**src/rtl/output_pkg.sv**
```systemverilog
// rtl/output_pkg.sv - shared widths and drain FSM state type for the output drain path
package output_pkg;

  localparam int DEF_I_WIDTH         = 8;
  localparam int DEF_F_WIDTH         = 8;
  localparam int DEF_W               = DEF_I_WIDTH + DEF_F_WIDTH;
  localparam int DEF_BRAM_ADDR_WIDTH = 11;

  typedef enum logic [1:0] {
    IDLE  = 2'd0,
    RUN   = 2'd1,
    FLUSH = 2'd2,
    DONE  = 2'd3
  } drain_state_t;

endpackage

```
**src/rtl/drain_fifo.sv**
```systemverilog
// rtl/drain_fifo.sv - 2-entry synchronous FIFO between BRAM read data and the result stream
module drain_fifo
  import output_pkg::*;
#(
  parameter int WIDTH = DEF_W + 1
) (
  input  logic             clk_i,
  input  logic             rst_n_i,
  input  logic             push_i,
  input  logic [WIDTH-1:0] data_i,
  input  logic             pop_i,
  output logic [WIDTH-1:0] data_o,
  output logic [1:0]       count_o
);

  logic [WIDTH-1:0] mem_q [2];
  logic             wr_ptr_q;
  logic             rd_ptr_q;
  logic [1:0]       cnt_q;

  // Caller guarantees no push when full and no pop when empty.
  always_ff @(posedge clk_i) begin
    if (!rst_n_i) begin
      mem_q[0] <= '0;
      mem_q[1] <= '0;
      wr_ptr_q <= 1'b0;
      rd_ptr_q <= 1'b0;
      cnt_q    <= 2'd0;
    end else begin
      if (push_i) begin
        mem_q[wr_ptr_q] <= data_i;
        wr_ptr_q        <= ~wr_ptr_q;
      end
      if (pop_i) begin
        rd_ptr_q <= ~rd_ptr_q;
      end
      case ({push_i, pop_i})
        2'b10:   cnt_q <= cnt_q + 2'd1;
        2'b01:   cnt_q <= cnt_q - 2'd1;
        default: cnt_q <= cnt_q;
      endcase
    end
  end

  assign data_o  = mem_q[rd_ptr_q];
  assign count_o = cnt_q;

endmodule

```
**src/rtl/output_drain.sv**
```systemverilog
// rtl/output_drain.sv - streams accumulated words out of the output BRAM, optional ReLU and zero-clear
module output_drain
  import output_pkg::*;
#(
  parameter int I_WIDTH         = DEF_I_WIDTH,
  parameter int F_WIDTH         = DEF_F_WIDTH,
  parameter int BRAM_ADDR_WIDTH = DEF_BRAM_ADDR_WIDTH
) (
  input  logic                               clk_i,
  input  logic                               rst_n_i,
  input  logic                               start_i,
  input  logic [BRAM_ADDR_WIDTH-1:0]         base_addr_i,
  input  logic [BRAM_ADDR_WIDTH:0]           count_i,
  input  logic                               clear_en_i,
  input  logic                               relu_en_i,
  output logic [BRAM_ADDR_WIDTH-1:0]         bram_rd_addr_o,
  output logic                               bram_rd_en_o,
  input  logic signed [I_WIDTH+F_WIDTH-1:0]  bram_rd_data_i,
  output logic                               bram_wr_en_o,
  output logic [BRAM_ADDR_WIDTH-1:0]         bram_wr_addr_o,
  output logic [I_WIDTH+F_WIDTH-1:0]         bram_wr_data_o,
  output logic signed [I_WIDTH+F_WIDTH-1:0]  m_data_o,
  output logic                               m_valid_o,
  input  logic                               m_ready_i,
  output logic                               m_last_o,
  output logic                               busy_o,
  output logic                               done_o
);

  localparam int          W       = I_WIDTH + F_WIDTH;
  localparam int          AW      = BRAM_ADDR_WIDTH;
  localparam logic [AW:0] CNT_ONE = {{AW{1'b0}}, 1'b1};

  drain_state_t  state_q, state_d;
  logic [AW-1:0] base_q, base_d;
  logic [AW:0]   count_q, count_d;
  logic [AW:0]   issued_q, issued_d;
  logic          clear_q, clear_d;
  logic          relu_q, relu_d;
  logic          infl_q, infl_d;
  logic [AW-1:0] infl_addr_q, infl_addr_d;
  logic          infl_last_q, infl_last_d;

  logic [1:0]    fifo_cnt;
  logic [W:0]    fifo_dout;
  logic [W-1:0]  push_word;
  logic          fifo_valid;
  logic          pop;
  logic          rd_ok;
  logic          rd_en;
  logic          rd_is_last;
  logic [AW-1:0] rd_addr;

  assign fifo_valid = (fifo_cnt != 2'd0);
  assign pop        = fifo_valid & m_ready_i;
  assign rd_addr    = base_q + issued_q[AW-1:0];
  assign rd_is_last = (issued_q == count_q - CNT_ONE);
  // Occupancy plus the in-flight read, less this cycle's pop, must leave room for one more word.
  assign rd_ok      = ({1'b0, fifo_cnt} + {2'b00, infl_q}) <= (3'd1 + {2'b00, pop});
  assign push_word  = (relu_q && bram_rd_data_i[W-1]) ? '0 : bram_rd_data_i;

  always_comb begin
    state_d     = state_q;
    base_d      = base_q;
    count_d     = count_q;
    issued_d    = issued_q;
    clear_d     = clear_q;
    relu_d      = relu_q;
    rd_en       = 1'b0;
    busy_o      = 1'b0;
    done_o      = 1'b0;
    case (state_q)
      IDLE: begin
        if (start_i) begin
          base_d   = base_addr_i;
          count_d  = count_i;
          clear_d  = clear_en_i;
          relu_d   = relu_en_i;
          issued_d = '0;
          state_d  = (count_i == '0) ? DONE : RUN;
        end
      end
      RUN: begin
        busy_o = 1'b1;
        if (rd_ok) begin
          rd_en    = 1'b1;
          issued_d = issued_q + CNT_ONE;
          if (rd_is_last) begin
            state_d = FLUSH;
          end
        end
      end
      FLUSH: begin
        busy_o = 1'b1;
        if (pop && fifo_dout[W]) begin
          state_d = DONE;
        end
      end
      DONE: begin
        done_o  = 1'b1;
        state_d = IDLE;
      end
      default: state_d = IDLE;
    endcase
    infl_d      = rd_en;
    infl_addr_d = rd_en ? rd_addr : infl_addr_q;
    infl_last_d = rd_en ? rd_is_last : infl_last_q;
  end

  always_ff @(posedge clk_i) begin
    if (!rst_n_i) begin
      state_q     <= IDLE;
      base_q      <= '0;
      count_q     <= '0;
      issued_q    <= '0;
      clear_q     <= 1'b0;
      relu_q      <= 1'b0;
      infl_q      <= 1'b0;
      infl_addr_q <= '0;
      infl_last_q <= 1'b0;
    end else begin
      state_q     <= state_d;
      base_q      <= base_d;
      count_q     <= count_d;
      issued_q    <= issued_d;
      clear_q     <= clear_d;
      relu_q      <= relu_d;
      infl_q      <= infl_d;
      infl_addr_q <= infl_addr_d;
      infl_last_q <= infl_last_d;
    end
  end

  drain_fifo #(
    .WIDTH(W + 1)
  ) u_fifo (
    .clk_i   (clk_i),
    .rst_n_i (rst_n_i),
    .push_i  (infl_q),
    .data_i  ({infl_last_q, push_word}),
    .pop_i   (pop),
    .data_o  (fifo_dout),
    .count_o (fifo_cnt)
  );

  assign bram_rd_en_o   = rd_en;
  assign bram_rd_addr_o = rd_en ? rd_addr : '0;
  assign bram_wr_en_o   = infl_q & clear_q;
  assign bram_wr_addr_o = (infl_q & clear_q) ? infl_addr_q : '0;
  assign bram_wr_data_o = '0;
  assign m_valid_o      = fifo_valid;
  assign m_data_o       = fifo_dout[W-1:0];
  assign m_last_o       = fifo_valid & fifo_dout[W];

endmodule

```
**config.mk**
```make
export PLATFORM = sky130hd
export DESIGN_NAME = output_drain
export DESIGN_NICKNAME = d
export VERILOG_FILES = /design/src/rtl/output_pkg.sv /design/src/rtl/drain_fifo.sv /design/src/rtl/output_drain.sv
export SDC_FILE = /design/constraint.sdc
export NUM_CORES = 1
export LEC_CHECK = 0
export CELL_PAD_IN_SITES_DETAIL_PLACEMENT = 0
export CELL_PAD_IN_SITES_GLOBAL_PLACEMENT = 1
export CORE_MARGIN = 8
export CORE_UTILIZATION = 35
export CTS_CLUSTER_DIAMETER = 100
export DETAILED_ROUTE_END_ITERATION = 7
export PLACE_DENSITY_LB_ADDON = 0.15
export RECOVER_POWER = 25
export SLEW_MARGIN = 30
export SYNTH_ARGS = -nofsm -noshare
export SYNTH_HDL_FRONTEND = slang
export SYNTH_SLANG_ARGS = --single-unit
export TNS_END_PERCENT = 10
```
**constraint.sdc**
```tcl
create_clock -name clk_i -period 2.7 [get_ports clk_i]
set_clock_uncertainty 0.05 [all_clocks]
set_input_delay 0.405 -clock clk_i [delete_from_list [all_inputs] [get_ports clk_i]]
set_output_delay 0.405 -clock clk_i [all_outputs]
set_load 0.05 [all_outputs]
```
==> flow_metrics.py, run 1 <==
metrics = {
    "sta": {
        "finalHoldViolations": 0,
        "relSlewSlack": 0.1864,
        "worst_slack_ns": -0.2860,
        "rsz0062_at_grt": "yes",
        "final.period_utilization": 1.106,
        "setup_viol_count_final": 10,
        "worstMarginPinSlew_ns": 1.220,
        "finalSetupTns_ns": -1.293,
        "finalCriticalPeriod_ns": 2.986,
        "fmax_mhz": 334.9,
        "hold_slack_ns": 0.4088,
        "maxSlewViolCount": 0,
    },
    "routing": {
        "drtPass1Iterations": 4,
        "vias_per_cell": 4.839,
        "drc": 0,
        "wl_met1_mm": 5.946,
        "wl_met3_um": 467,
        "wl_mm": 12.85,
        "wl_met2_mm": 6.272,
        "ant_nets": 0,
        "drt-initial-drc-count": 222,
        "via_count": 4055,
        "wl_per_cell_um": 15.34,
        "dr.max_layer_used": "met4",
    },
    "clock_tree": {
        "clk_latency_ns": 0.34,
        "root_buffer": "clkbuf_16",
        "htree_levels": 3,
        "cts_inserted_buffers": 9,
        "holdBufCountCts": 0,
        "cts_tree": "yes",
        "cts_buffer_depth": 2,
        "clk_pin_slew_ns": 0.06,
        "clock-sinks": 91,
    },
    "global_route": {
        "grt-ovfl-total": 0,
        "grt_pass1_vias": 4060,
        "grt_use_total": 0.1407,
        "grt_max_degree": 31,
        "grt_pass1_wl_mm": 20.53,
        "antenna_found_initial": 0,
    },
    "layout": {
        "nets": 722,
        "area_growth_pct": 38.54,
        "diodes": 0,
        "fin_util": 0.4964,
        "drive_above_1_share": 0.2067,
    },
    "setup_path": {
        "crit_start": "base_q[0]$_SDFFE_PN0P_",
        "regToRegSetupSlack_ns": 0.11,
        "timing.rr.start": "count_q[0]$_SDFFE_PN0P_",
        "crit_path_end": "bram_rd_addr_o[10]",
        "crit_type": "flop to primary output",
        "arrival_ns": 2.53,
        "cp.required_ns": 2.25,
        "max_stage_delay_ns": 0.37,
        "worst-path-stages": 11,
        "path_max_fanout": 2,
        "rr_worst_depth": 9,
        "path_common_cell": "o21ai_2",
        "path_delay_family": "compound AO/OA/AOI/OAI gates",
        "critPathBufInv": 2,
        "crit_chain": "ha_4, inv_2, fa_2, nor2b_4, o21ai_2, a21boi_2, o21ai_2, a211oi_2, or3_4, and3_4, buf_12",
        "slowest_stage": "dfxtp_4",
        "endpoint_kind": "primary output",
        "r2r-end": "state_q[0]$_SDFFE_PN0P_",
        "cp-start-kind": "flop",
    },
    "floorplanning": {
        "start_util": 0.3583,
        "core_area_mm2": 0.01388,
        "rows": 43,
        "die_area_mm2": 0.01828,
        "die_x_um": 135.2,
        "io_pins": 105,
        "fp.dieH_um": 135.2,
    },
    "power": {
        "ir_worst_vdd_uv": 298.6,
        "p_leak_uw": 0.002783,
        "power_uw": 5519,
        "pwr_density_cell_mw_per_mm2": 801.0,
    },
    "logic_synthesis": {
        "synth_top_area_share": 0.2294,
        "async_flop_share": 0,
        "synth_edf_count": 34,
        "synth_commonest_cells": "nand2_1, dfxtp_1, and3_1, edfxtp_1, nor2_1",
        "yosysUniqueCellTypes": 55,
        "synth_cells": 529,
        "ys_warn_count": 0,
        "yosysSeqAreaShare": 0.4347,
        "synth_top_flop_cell": "dfxtp_1",
        "synth-seq-cells": 91,
        "syn_area_mm2": 0.004974,
        "synth.most_common_cell": "nand2_1",
        "syn_area_per_cell_um2": 9.402,
        "yosys.area.top_type": "dfxtp_1",
        "yosys-top-cells-area": "dfxtp_1, edfxtp_1, and3_1, nand2_1, ha_1",
    },
    "status": {
        "outcome": "finished, violations left",
        "violations": "negative setup slack",
    },
    "job": {
        "cap_violations": 0,
    },
    "worst_hold_path": {
        "hold_path_class": "flop to flop",
    },
    "place": {
        "hpwl_mm": 9.864,
        "gp_congestion": 0.7963,
        "pre_cts_ws_ns": -0.3299,
        "place.port_buffers": 88,
    },
}
-- worst min path at each step --
stage                                start                           to  slack [ns]  cells after the start
3_3_place_gp   infl_addr_q[0]$_SDFFE_PN0P_  infl_addr_q[0]$_SDFFE_PN0P_        0.40                      2
2_1_floorplan  infl_addr_q[8]$_SDFFE_PN0P_  infl_addr_q[8]$_SDFFE_PN0P_        0.39                      2
5_1_grt        infl_addr_q[0]$_SDFFE_PN0P_  infl_addr_q[0]$_SDFFE_PN0P_        0.43                      2
4_1_cts        infl_addr_q[0]$_SDFFE_PN0P_  infl_addr_q[0]$_SDFFE_PN0P_        0.41                      2
3_5_place_dp   infl_addr_q[0]$_SDFFE_PN0P_  infl_addr_q[0]$_SDFFE_PN0P_        0.40                      2
6_report       infl_addr_q[0]$_SDFFE_PN0P_  infl_addr_q[0]$_SDFFE_PN0P_        0.41                      2
-- where the power goes --
part | internal (uW) | switching [uW]
clock network | 704 | 514
logic | 1060 | 1490
registers | 1630 | 117
-- layer usage --
metal	GRT usage	up-vias
met3	0.02559	12
met2	0.2388	82
li1	-	2065
met4	0.05059	0
met1	0.1745	1896
met5	0	-
-- state kept, by name (all words and copies together) (netlist names), 2 cells and up, named ones only --
signal,cells
u_fifo.mem_q,34
u_fifo.count_o,2
base_q,11
issued_q,12
infl_addr_q,11
state_q,2
count_q,12
-- through the flow --
step,std cells,area (um^2)
after floorplan,544,5141
after global placement,817,6480
after detailed placement,817,6480
after CTS,835,6829
after global routing,838,6890
final,838,6890
-- cell type report --
type	count	area [um^2]
fillers	1319	6990
multi-input cells	391	2740
flip-flops and latches	91	2172
repair buffers	138	1374
clock buffers	9	225.2
well taps	180	225.2
inverters	23	96.34
clock inverters	6	57.56
-- kinds of logic (layout without fill, tap and decap cells) --
kind of cell / after synthesis / after routing / share of synthesized area
flops: 91 / 91 / 0.4347
other cells: 1 / 16 / 0.0007540
xor+xnor: 32 / 32 / 0.05635
simple gates: 214 / 214 / 0.2259
fa+ha+maj: 23 / 23 / 0.06088
buf+inv: 62 / 176 / 0.06038
mux: 18 / 18 / 0.04025
compound gates: 88 / 88 / 0.1208
-- repair_timing --
action / 4_1_cts / 5_1_grt
pin swaps: 6 / 10
resized for setup: 15 / 17
gates cloned: 0 / 0
endpoints found under the setup margin: 12 / 20
buffers inserted: 3 / 3
-- layout by cell type (no fill, tap or decap), drive strengths merged, types with 12 or more instances in the layout --
master,instances
nor3,12
mux2,16
edfxtp,34
dfxtp,57
inv,21
clkdlybuf4s50,73
conb,16
nor2,24
xnor2,21
a21oi,16
a21boi,30
ha,21
clkbuf,14
buf,58
nand2,73
and3,47
o21ai,20
-- tightest hold or removal path, cell delays in order, from the launching register on --
cell and delay [ns]:
dfxtp_1 0.30, nand2_1 0.04, a21boi_0 0.06
Note: power is estimated with default switching activity, not from simulation.
==> run 2, diff against run 1 <==
--- a/config.mk
+++ b/config.mk
@@ -5,6 +5,7 @@
 export SDC_FILE = /design/constraint.sdc
 export NUM_CORES = 1
 export LEC_CHECK = 0
+export ABC_CLOCK_PERIOD_IN_PS = 2700
 export CELL_PAD_IN_SITES_DETAIL_PLACEMENT = 0
 export CELL_PAD_IN_SITES_GLOBAL_PLACEMENT = 1
 export CORE_MARGIN = 8
@@ -13,7 +14,7 @@
 export DETAILED_ROUTE_END_ITERATION = 7
 export PLACE_DENSITY_LB_ADDON = 0.15
 export RECOVER_POWER = 25
-export SLEW_MARGIN = 30
+export SLEW_MARGIN = 10
 export SYNTH_ARGS = -nofsm -noshare
 export SYNTH_HDL_FRONTEND = slang
 export SYNTH_SLANG_ARGS = --single-unit
==> results of run 2 <==
No change in the layout: final DEF, timing and power equal those of run 1.
==> run 3, diff against run 2 <==
--- a/config.mk
+++ b/config.mk
@@ -6,6 +6,7 @@
 export NUM_CORES = 1
 export LEC_CHECK = 0
 export ABC_CLOCK_PERIOD_IN_PS = 2700
+export CAP_MARGIN = 0
 export CELL_PAD_IN_SITES_DETAIL_PLACEMENT = 0
 export CELL_PAD_IN_SITES_GLOBAL_PLACEMENT = 1
 export CORE_MARGIN = 8
==> results of run 3 <==
No change in the layout: final DEF, timing and power equal those of run 1.
